==> src/rtl/pipe_pkg.sv <==
// Shared pipeline-stage types and constants: bubble encodings, per-stage
// payload structs and the main-register load selector used by pipe_stage_reg.
package pipe_pkg;

  localparam logic [31:0] PIPE_NOP_INST = 32'h00000013;
  localparam logic [31:0] PIPE_RESET_PC = 32'h00400000;
  localparam logic [3:0]  PIPE_ACC_NONE = 4'hF;
  localparam logic [3:0]  PIPE_BR_NONE  = 4'hF;

  typedef struct packed {
    logic [31:0] pc;
    logic [31:0] inst;
  } if_id_t;

  typedef struct packed {
    logic [31:0] pc;
    logic [31:0] inst;
    logic [31:0] rs1_val;
    logic [31:0] rs2_val;
    logic [31:0] imm;
    logic [3:0]  dmem_type;
    logic [3:0]  br_type;
  } id_ex_t;

  typedef struct packed {
    logic [31:0] pc;
    logic [31:0] inst;
    logic [31:0] alu_res;
    logic [31:0] store_data;
    logic [3:0]  dmem_type;
    logic [4:0]  rd;
  } ex_mem_t;

  typedef struct packed {
    logic [31:0] pc;
    logic [31:0] inst;
    logic [31:0] wb_data;
    logic [4:0]  rd;
  } mem_wb_t;

  // Bubbles that make a flushed stage look like a NOP at the reset PC.
  localparam if_id_t IF_ID_BUBBLE = '{pc: PIPE_RESET_PC, inst: PIPE_NOP_INST};
  localparam id_ex_t ID_EX_BUBBLE = '{pc: PIPE_RESET_PC, inst: PIPE_NOP_INST,
                                      rs1_val: '0, rs2_val: '0, imm: '0,
                                      dmem_type: PIPE_ACC_NONE, br_type: PIPE_BR_NONE};

  typedef enum logic [1:0] {
    LOAD_NONE,
    LOAD_IN,
    LOAD_SKID,
    LOAD_BUBBLE
  } main_sel_e;

endpackage

==> src/rtl/pipe_skid_buf.sv <==
// Single-entry holding register with valid flag; catches one payload while
// the main stage register is stalled.
module pipe_skid_buf #(
  parameter int DATA_W = 160
) (
  input  logic              clk,
  input  logic              rst_n,
  input  logic              load,
  input  logic              unload,
  input  logic              clear,
  input  logic [DATA_W-1:0] in_data,
  output logic              valid,
  output logic [DATA_W-1:0] data
);

  logic              valid_d, valid_q;
  logic [DATA_W-1:0] data_d, data_q;

  always_comb begin
    // NOTE: every output of a combinational block gets a default first, so no path leaves it unassigned and infers a latch.
    valid_d = valid_q;
    data_d  = data_q;
    if (clear || unload) begin
      valid_d = 1'b0;
    end else if (load) begin
      valid_d = 1'b1;
    end
    if (load && !clear) begin
      data_d = in_data;
    end
  end

  always_ff @(posedge clk or negedge rst_n) begin
    // NOTE: state is updated with non-blocking assignments so every flop samples pre-edge values.
    if (!rst_n) valid_q <= 1'b0;
    else        valid_q <= valid_d;
  end

  // NOTE: the payload flops carry no reset; valid_q alone says whether they hold anything meaningful.
  always_ff @(posedge clk) begin
    data_q <= data_d;
  end

  assign valid = valid_q;
  assign data  = data_q;

endmodule

==> src/rtl/pipe_stage_reg.sv <==
// Pipeline stage register with valid/ready handshake, flush, global enable and
// saturating stall counter. Define PIPE_SKID_EN to add a skid entry that makes in_ready registered.
module pipe_stage_reg
  import pipe_pkg::*;
#(
  parameter int                DATA_W      = 160,
  parameter logic [DATA_W-1:0] BUBBLE_DATA = '0,
  parameter int                CNT_W       = 16
) (
  input  logic              clk,
  input  logic              rst_n,
  input  logic              en,
  input  logic              flush,
  input  logic              in_valid,
  output logic              in_ready,
  input  logic [DATA_W-1:0] in_data,
  output logic              out_valid,
  input  logic              out_ready,
  output logic [DATA_W-1:0] out_data,
  output logic [CNT_W-1:0]  stall_cycles
);

  logic              out_valid_d, out_valid_q;
  logic [DATA_W-1:0] out_data_d, out_data_q;
  logic [CNT_W-1:0]  stall_cnt_d, stall_cnt_q;
  logic              skid_valid;
  logic [DATA_W-1:0] skid_data;
  logic              in_xfer, out_xfer, main_free, stall;
  main_sel_e         main_sel;

  assign in_xfer   = in_valid & in_ready;
  assign out_xfer  = out_valid_q & out_ready;
  assign main_free = ~out_valid_q | out_ready;
  assign stall     = en & out_valid_q & ~out_ready;

`ifdef PIPE_SKID_EN
  // Ready depends only on registered skid state, cutting the out_ready->in_ready path.
  assign in_ready = rst_n & en & ~skid_valid;

  pipe_skid_buf #(.DATA_W(DATA_W)) u_skid (
    .clk     (clk),
    .rst_n   (rst_n),
    .load    (en & ~flush & in_xfer & ~main_free),
    .unload  (en & ~flush & skid_valid & main_free),
    .clear   (en & flush),
    .in_data (in_data),
    .valid   (skid_valid),
    .data    (skid_data)
  );
`else
  assign in_ready   = rst_n & en & main_free;
  assign skid_valid = 1'b0;
  assign skid_data  = BUBBLE_DATA;
`endif

  always_comb begin
    main_sel = LOAD_NONE;
    if (en) begin
      if (flush)               main_sel = LOAD_BUBBLE;
      else if (main_free) begin
        // A waiting skid entry is older than anything upstream offers.
        if (skid_valid)        main_sel = LOAD_SKID;
        else if (in_xfer)      main_sel = LOAD_IN;
      end
    end
  end

  always_comb begin
    out_valid_d = out_valid_q;
    out_data_d  = out_data_q;
    unique case (main_sel)
      LOAD_BUBBLE: begin out_valid_d = 1'b0; out_data_d = BUBBLE_DATA; end
      LOAD_SKID:   begin out_valid_d = 1'b1; out_data_d = skid_data;   end
      LOAD_IN:     begin out_valid_d = 1'b1; out_data_d = in_data;     end
      default:     if (en && out_xfer) out_valid_d = 1'b0;
    endcase
    stall_cnt_d = (stall && stall_cnt_q != '1) ? stall_cnt_q + CNT_W'(1) : stall_cnt_q;
  end

  always_ff @(posedge clk or negedge rst_n) begin
    if (!rst_n) begin
      out_valid_q <= 1'b0;
      out_data_q  <= BUBBLE_DATA;
      stall_cnt_q <= '0;
    end else begin
      out_valid_q <= out_valid_d;
      out_data_q  <= out_data_d;
      stall_cnt_q <= stall_cnt_d;
    end
  end

  assign out_valid    = out_valid_q;
  assign out_data     = out_data_q;
  assign stall_cycles = stall_cnt_q;

endmodule

==> config.mk <==
export PLATFORM = sky130hd
export DESIGN_NAME = pipe_stage_reg
export DESIGN_NICKNAME = d
export VERILOG_FILES = /design/src/rtl/pipe_pkg.sv /design/src/rtl/pipe_skid_buf.sv /design/src/rtl/pipe_stage_reg.sv
export SDC_FILE = /design/constraint.sdc
export NUM_CORES = 1
export LEC_CHECK = 0
export ABC_AREA = 1
export BUFFER_PORTS_ARGS = -buffer_cell sky130_fd_sc_hd__buf_2
export CAP_MARGIN = 40
export CORE_UTILIZATION = 40
export CTS_BUF_LIST = sky130_fd_sc_hd__clkbuf_4
export DETAILED_ROUTE_END_ITERATION = 7
export PLACE_DENSITY = 0.7
export SYNTH_ARGS = -nofsm -noshare
export SYNTH_HDL_FRONTEND = slang
export SYNTH_SLANG_ARGS = --single-unit
==> constraint.sdc <==
create_clock -name clk -period 4.25 [get_ports clk]
set_input_delay 0.85 -clock clk [delete_from_list [all_inputs] [get_ports clk]]
set_output_delay 0.85 -clock clk [all_outputs]
set_load 0.05 [all_outputs]
==> results of run 1 <==
==> kinds of logic (layout without fill, tap and decap cells) <==
| group | Yosys count | count (layout) | synth area share [%] |
|---|---|---|---|
| buffers and inverters | 73 | 404 | 4.22 |
| other | 0 | 2 | 0 |
| adder cells (fa/ha/maj) | 3 | 3 | 0.513 |
| AO/OA/AOI/OAI | 11 | 11 | 0.905 |
| AND/OR/NAND/NOR | 584 | 584 | 33.2 |
| XOR/XNOR | 6 | 6 | 0.717 |
| flip-flops | 177 | 177 | 60.5 |
==> routing by layer <==
metal	routed length [um]	track usage (%)
met1	8710	28.4
met2	10200	34.7
met3	1360	4.78
met4	531	9.95
met5	0	0
==> through the flow <==
step                      setup WS (ns)  total power [mW]  util, %  instances  hold WS (ns)
after global placement             1.73              3.29     51.5       1382         0.457
after floorplan                    1.47              2.90        -        854         0.554
after detailed placement           1.71              3.31     51.5       1382         0.459
after CTS                          1.82              4.37     53.3       1414         0.398
final                              1.90              4.30     53.3       1416         0.445
after global routing               1.77              4.53     53.3       1415         0.421
==> cells in the final DEF (no fill, tap or decap), types with 2 or more instances in the layout <==
| cell | instances |
|---|---|
| nor2_2 | 2 |
| a21oi_1 | 2 |
| o21ai_2 | 3 |
| dfrtp_1 | 177 |
| clkinvlp_4 | 2 |
| xor2_1 | 5 |
| nand3_1 | 170 |
| o21ai_0 | 3 |
| nand2_1 | 387 |
| inv_6 | 4 |
| diode_2 | 2 |
| clkbuf_4 | 18 |
| o21ai_1 | 3 |
| ha_4 | 2 |
| buf_4 | 7 |
| inv_1 | 15 |
| inv_8 | 2 |
| buf_12 | 4 |
| bufinv_16 | 3 |
| clkinv_2 | 2 |
| nand4_1 | 4 |
| buf_2 | 342 |
| nor2_1 | 19 |
==> state kept, by name, summed over array words and instances (netlist names) <==
signal,cells
out_data,160
out_valid,1
stall_cycles,16
==> power groups by stage <==
| stage | Sequential (mW) | Clock [mW] | Combinational [mW] |
|---|---|---|---|
| after floorplan | 2.58 | 0 | 0.322 |
| after global placement | 2.00 | 0 | 1.29 |
| after detailed placement | 2.00 | 0 | 1.30 |
| after CTS | 1.97 | 1.09 | 1.30 |
| after global routing | 2.00 | 1.15 | 1.38 |
| final | 1.97 | 1.04 | 1.29 |
==> cell type report <==
| type | count | area, um2 | share of cell area, % |
|---|---|---|---|
| Antenna cell | 2 | 5.00 | 0.0523 |
| Sequential cell | 177 | 4430 | 46.3 |
| Multi-Input combinational cell | 604 | 2610 | 27.3 |
| Clock buffer | 18 | 135 | 1.41 |
| Clock inverter | 14 | 176 | 1.84 |
| Timing Repair Buffer | 354 | 1860 | 19.4 |
| Tap cell | 229 | 287 | 2.99 |
| Inverter | 18 | 75.1 | 0.784 |
==> path summary, 6_finish.rpt <==
| kind | startpoint | end | slack [ns] | depth (start not counted) |
|---|---|---|---|---|
| max | out_valid | in_ready | 1.90 | 4 |
| min | rst_n | out_data[150] | 0.45 | 2 |
| max reg2reg | stall_cycles[0] | stall_cycles[5] | 2.04 | 10 |
| min reg2reg | out_data[62] | out_data[62] | 0.49 | 2 |
| max in group asynchronous | rst_n | out_data[122] | 2.50 | 3 |
| min in group clk | in_data[37] | out_data[37] | 0.49 | 3 |
==> out/metrics.cfg, run 1 <==
[status]
run_status=completed

[timing]
worstMarginPinSlew_ns=0.804
slew_headroom_pct=46.4
achievable-frequency_ghz=0.426
finalSetupViolCount=0
rsz0062_at_grt=no
skew_ns=0.0215
fin_tns_setup_ns=0
layout_min_cycle_time_ns=2.35
finalHoldViolCount=0
final.period_utilization_pct=55.3
timing.final.max_slew_violations=0

[layout]
layout.nets=1341
drive_above_1_share_pct=33.4
final.fill_count=1682
synth_to_layout_area_growth_pct=30.7
stdcell_area_mm2=0.00957

[logic_synthesis]
syn_inst=854
synth.cell_area_mm2=0.00732
synth.most_common_cell=nand2_1
synthTopCellsByCount=nand2_1 (387), dfrtp_1 (177), nand3_1 (170)
synth_top_cells_by_area=dfrtp_1 (60%), nand2_1 (20%), nand3_1 (12%), clkbuf_1 (1.1%), buf_2 (1.0%)
unique_cell_type_count_in_the_yosys_netlist=23
ys_seq_elements=177
synthesis.nets=1023
synth.largest_area_cell=dfrtp_1
count_of_flip_flops_with_a_built_in_enable_after_synthesis=0
ys.flop_type=dfrtp_1
number_of_warnings_issued_by_yosys=0
synth_top_area_share_pct=60.5
proportion_of_synthesized_flip_flops_having_asynchronous_set_or_reset_pct=100
yosysSeqAreaShare_pct=60.5
avgSynthCellArea_um2=8.58

[floorplan]
start_util_pct=40.8
die_h_um=137
io-pin-count=344
die_w_um=137
floorplan.core_area_mm2=0.0180
core.rowCount=49
die_area_mm2=0.0189

[setup_path]
worst_ep_arrival_time_ns=1.50
crit_type=reg -> out
critPathCaptureType=output pin
path_delay_family=flip-flops
path_buf_inv=2
critical-path-top-cell-by-count=nor2_1
critical_path.slowest_cell=dfrtp_1
delay_of_the_slowest_critical_path_stage_ns=0.41
critical_path.startpoint_type=flop
crit_chain=inv_1 -> nor2_1 -> nor2_1 -> buf_2
critPathRequiredTime_ns=3.40
timing.critical_path.fanout_max=2

[power_and_ir_drop]
comb_power_share_pct=30.0
irDropWorstVdd_mv=0.325
seqPwrFrac_pct=45.8
switching_share_pct=40.3
internal-power_mw=2.57
p_leak_nw=5.82
power_density_mw_per_mm2=450
clock_power_share_pct=24.1
p_switching_mw=1.73

[clock_network]
cts-buffers-inserted=17
postCtsSetupRepairBufs=0
ctsHtreeMaxLevel=4
clkTransAtPathRegs_ns=0.15
cts_repair_resize_count=0
ctsLongestPathBuffers=2
clock_insertion_delay_worst_skew_ns=0.57
numClockSinks=177
cts_hold_buf=0
cts_root_buffer=clkbuf_4
cts_tree=built

[drt]
postRouteAntennaNets=0
routed-via-count=6837
drt_pre_antenna_iters=5
drc_errors=0
route.detailed.wl_per_inst_um=14.7
routed_wl_um=20800
post_drt_via_cell_ratio=4.83
dr.first_iter.drc_count=418

[placed_design]
placed_cell_area_mm2=0.00926
buffer_ports.inserted=343
dp.final_hpwl_um=14300
finalWeightedCongestion=0.809

[hold_path]
min-delay-path-class=in -> async

[global_routing]
number_of_global_route_vias_before_repair=6218
grt_pass1_wl_um=31700
antenna_found_initial=3
grt_usage_pct=21.8
globalRouteOverflowTotal=0
grt_max_degree=163

[flow_run]
drv_cap=0

(Power assumes the default switching activity.)
==> inputs of run 2 (changes only) <==
--- a/config.mk
+++ b/config.mk
@@ -5,13 +5,14 @@
 export SDC_FILE = /design/constraint.sdc
 export NUM_CORES = 1
 export LEC_CHECK = 0
-export ABC_AREA = 1
+export ABC_AREA = 0
 export BUFFER_PORTS_ARGS = -buffer_cell sky130_fd_sc_hd__buf_2
 export CAP_MARGIN = 40
-export CORE_UTILIZATION = 40
+export CORE_AREA = 2 2 135 137
 export CTS_BUF_LIST = sky130_fd_sc_hd__clkbuf_4
 export DETAILED_ROUTE_END_ITERATION = 7
-export PLACE_DENSITY = 0.7
+export DIE_AREA = 0 0 137 139
+export PLACE_DENSITY = 0.68
 export SYNTH_ARGS = -nofsm -noshare
 export SYNTH_HDL_FRONTEND = slang
 export SYNTH_SLANG_ARGS = --single-unit
==> constraint.sdc (replaced) <==
create_clock -name clk -period 2.3 [get_ports clk]
set_input_delay 0.46 -clock clk [delete_from_list [all_inputs] [get_ports clk]]
set_output_delay 0.46 -clock clk [all_outputs]
set_load 0.05 [all_outputs]
==> run 2 against run 1 <==
Sequential cell count unchanged. Core utilization decreased by 2.6 points. Clock-buffer cell count down 1. Sequential share of layout area up 3.3 points. Routed wire length is 14% lower. Area after synthesis shrank 11%. Via count is 24% lower. Combinational power grew 60%. Clock skew up 0.0016 ns. Worst hold slack worse by 0.39 ns. Global-route usage is 3.3 points lower. Clock power grew 69%. Highest routed layer unchanged.
==> out/metrics.cfg, run 2 <==
[status]
run_status=completed

[setup_path]
crit_type=reg -> out
critPathCaptureType=output pin
critPathRequiredTime_ns=1.84  ; -1.56 ns
worst_ep_arrival_time_ns=1.53  ; +0.03 ns
critical_path.reg2reg.startpoint=out_valid
critPathLaunch=out_valid
timing.critical_path.fanout_max=4  ; +2
critical_path.startpoint_type=flop

[timing]
achievable-frequency_ghz=0.501
skew_ns=0.0231  ; +0.00158 ns
slew_headroom_pct=37.6  ; -8.7 points
worstMarginPinSlew_ns=0.935  ; +0.131 ns
final.period_utilization_pct=86.7
fin_tns_setup_ns=0  ; unchanged
rsz0062_at_grt=no
finalHoldViolCount=0  ; unchanged
layout_min_cycle_time_ns=1.99
finalHoldWorstSlack_ns=0.0525  ; -0.393 ns
finalSetupViolCount=0  ; unchanged
timing.final.max_slew_violations=0  ; unchanged

[logic_synthesis]
syn_inst=446  ; -48%
ys.flop_type=dfrtp_1
unique_cell_type_count_in_the_yosys_netlist=33  ; +43%
avgSynthCellArea_um2=14.6  ; +70%
proportion_of_synthesized_flip_flops_having_asynchronous_set_or_reset_pct=100  ; unchanged
synth.most_common_cell=dfrtp_1
count_of_flip_flops_with_a_built_in_enable_after_synthesis=0  ; unchanged
synth_top_cells_by_area=dfrtp_1 (68%), a22o_1 (22%), clkbuf_1 (1.3%), xnor2_1 (1.1%), buf_2 (0.92%)
yosysSeqAreaShare_pct=68.1  ; +7.6 points
synthTopCellsByCount=dfrtp_1 (177), a22o_1 (160), clkbuf_1 (23)
post_synth_xor_area_fraction_pct=1.35  ; +0.63 points
number_of_warnings_issued_by_yosys=0  ; unchanged
synthesis.nets=615  ; -40%
synth.largest_area_cell=dfrtp_1
synth_simple_gate_area_share_pct=4.09  ; -29 points
ys_seq_elements=177  ; unchanged
synth_top_family_by_area=compound AO/OA/AOI/OAI gates
synth.cell_area_mm2=0.00651  ; -11%
synth_top_area_share_pct=68.1  ; +7.6 points
post_synth_fa_ha_maj_area_fraction_pct=0.577  ; +0.064 points
synth_mux_area_share_pct=0.346  ; +0.35 points
synth-compound-area-share_pct=22.9  ; +22 points

[layout]
layout.nets=958  ; -29%
synth_to_layout_area_growth_pct=37.4
layout.cells.most_common_list=buf_2 (342), dfrtp_1 (176), a22o_1 (160), clkbuf_4 (17), buf_12 (11)
drive_above_1_share_pct=50.5  ; +17 points
final_common_cell=buf_2
largest_register_ffs=160  ; unchanged

[placed_design]
finalWeightedCongestion=0.765  ; -5.5%
dp.final_hpwl_um=12600  ; -12%
buffer_ports.inserted=343  ; unchanged

[clock_network]
postCtsSetupRepairBufs=0  ; unchanged
cts_repair_resize_count=0  ; unchanged
clkTransAtPathRegs_ns=0.16  ; about the same
ctsLongestPathBuffers=2  ; unchanged
cts_tree=built
cts_root_buffer=clkbuf_4
cts-buffers-inserted=17  ; unchanged
numClockSinks=177  ; unchanged
clock_insertion_delay_worst_skew_ns=0.56  ; about the same
ctsHtreeMaxLevel=4  ; unchanged
cts_hold_buf=0  ; unchanged

[flow_run]
drv_cap=0  ; unchanged

[drt]
drc_errors=0  ; unchanged
post_drt_via_cell_ratio=5.04  ; +4.4%
routed_wl_um=18000  ; -14%
drt_pre_antenna_iters=4  ; -1
dr.first_iter.drc_count=216  ; -48%
routed-via-count=5208  ; -24%
postRouteAntennaNets=0  ; unchanged
route.detailed.wl_per_inst_um=17.4  ; +19%

[global_routing]
antenna_found_initial=2  ; -1
grt_usage_pct=18.5  ; -3.3 points
grt_pass1_wl_um=27700  ; -13%
number_of_global_route_vias_before_repair=5262  ; -15%
globalRouteOverflowTotal=0  ; unchanged
grt_max_degree=178  ; +9.2%

[floorplan]
io-pin-count=344  ; unchanged
die_h_um=139  ; +1.2%
die_area_mm2=0.0190  ; +0.99%
start_util_pct=36.9  ; -3.9 points
die_w_um=137  ; -0.23%
core.rowCount=49  ; unchanged
floorplan.core_area_mm2=0.0177  ; -1.7%

[power_and_ir_drop]
power_density_mw_per_mm2=827  ; +84%
p_leak_nw=5.04  ; -13%
irDropWorstVdd_mv=0.491  ; +51%

[hold_path]
min-delay-path-class=in -> async

run 2: changes by cell type after synthesis, sizes merged, moves of 4 or more:
cell / before / now
nand2: 387 / 4
nand3: 171 / 5
a22o: 0 / 160
buf: 33 / 14
inv: 17 / 3
nor2: 21 / 7
o21ai: 9 / 2
xnor2: 1 / 8
and3: 0 / 6
a21oi: 2 / 6
run 2: cell families (layout without fill, tap and decap cells):
group           after synthesis  count (layout)
flops                       177             177
fa+ha+maj                     3               3
simple gates                 39              39
xor+xnor                     10              10
buf+inv                      41             397
compound gates              174             174
mux                           2               2
other cells                   0               2
run 2: metal layers:
layer  up-vias  GRT usage, %  part of all wire (%)
met2       225          29.7                    48
met4         0          7.65                   2.1
met1      2548          23.7                    42
li1       2407             -                     -
met3        28          4.97                   7.7
met5         -             0                     0
run 2: worst max-delay path: stages (launching register included):
cell and delay [ns]:
dfrtp_2 0.46, nand2b_1 0.10, and3_4 0.18, buf_2 0.26
run 2: per-stage QoR:
step / utilization [%] / instance area, um2 / worst slack [ns] / cells / power (mW)
global route: 50.7 / 8940 / 0.191 / 1033 / 7.76
finish: 50.7 / 8940 / 0.306 / 1033 / 7.40
global placement: 49.1 / 8660 / 0.224 / 999 / 5.69
floorplan: - / 6520 / 0.0214 / 446 / 5.00
CTS: 50.6 / 8940 / 0.236 / 1031 / 7.49
detailed placement: 49.1 / 8660 / 0.219 / 999 / 5.71
run 2: where the power goes:
part / switching, mW / internal [mW] / total [mW]
Combinational: 1.47 / 0.592 / 2.06
Sequential: 0.189 / 3.38 / 3.57
Clock: 1.18 / 0.575 / 1.76
Total: 2.85 / 4.55 / 7.40
run 2: layout make-up:
class / instances / area (um2)
antenna: 2 / 5.00
clock buffer: 17 / 128
clock inverter: 15 / 150
fill: 1578 / 8710
inverter: 3 / 11.3
multi-input combinational: 228 / 1930
sequential: 177 / 4430
tap: 229 / 287
timing repair buffer: 362 / 2000
run 2: path summary, 6_finish.rpt:
check | to | slack (ns) | cells past startpoint
worst min-delay path | stall_cycles[4] | 0.05 | 2
max in group asynchronous | out_data[39] | 1.55 | 2
min in group clk | out_data[2] | 0.10 | 2
worst max-delay path | in_ready | 0.31 | 3
worst max register to register | out_data[86] | 0.36 | 8
worst min register to register | out_data[154] | 0.52 | 1
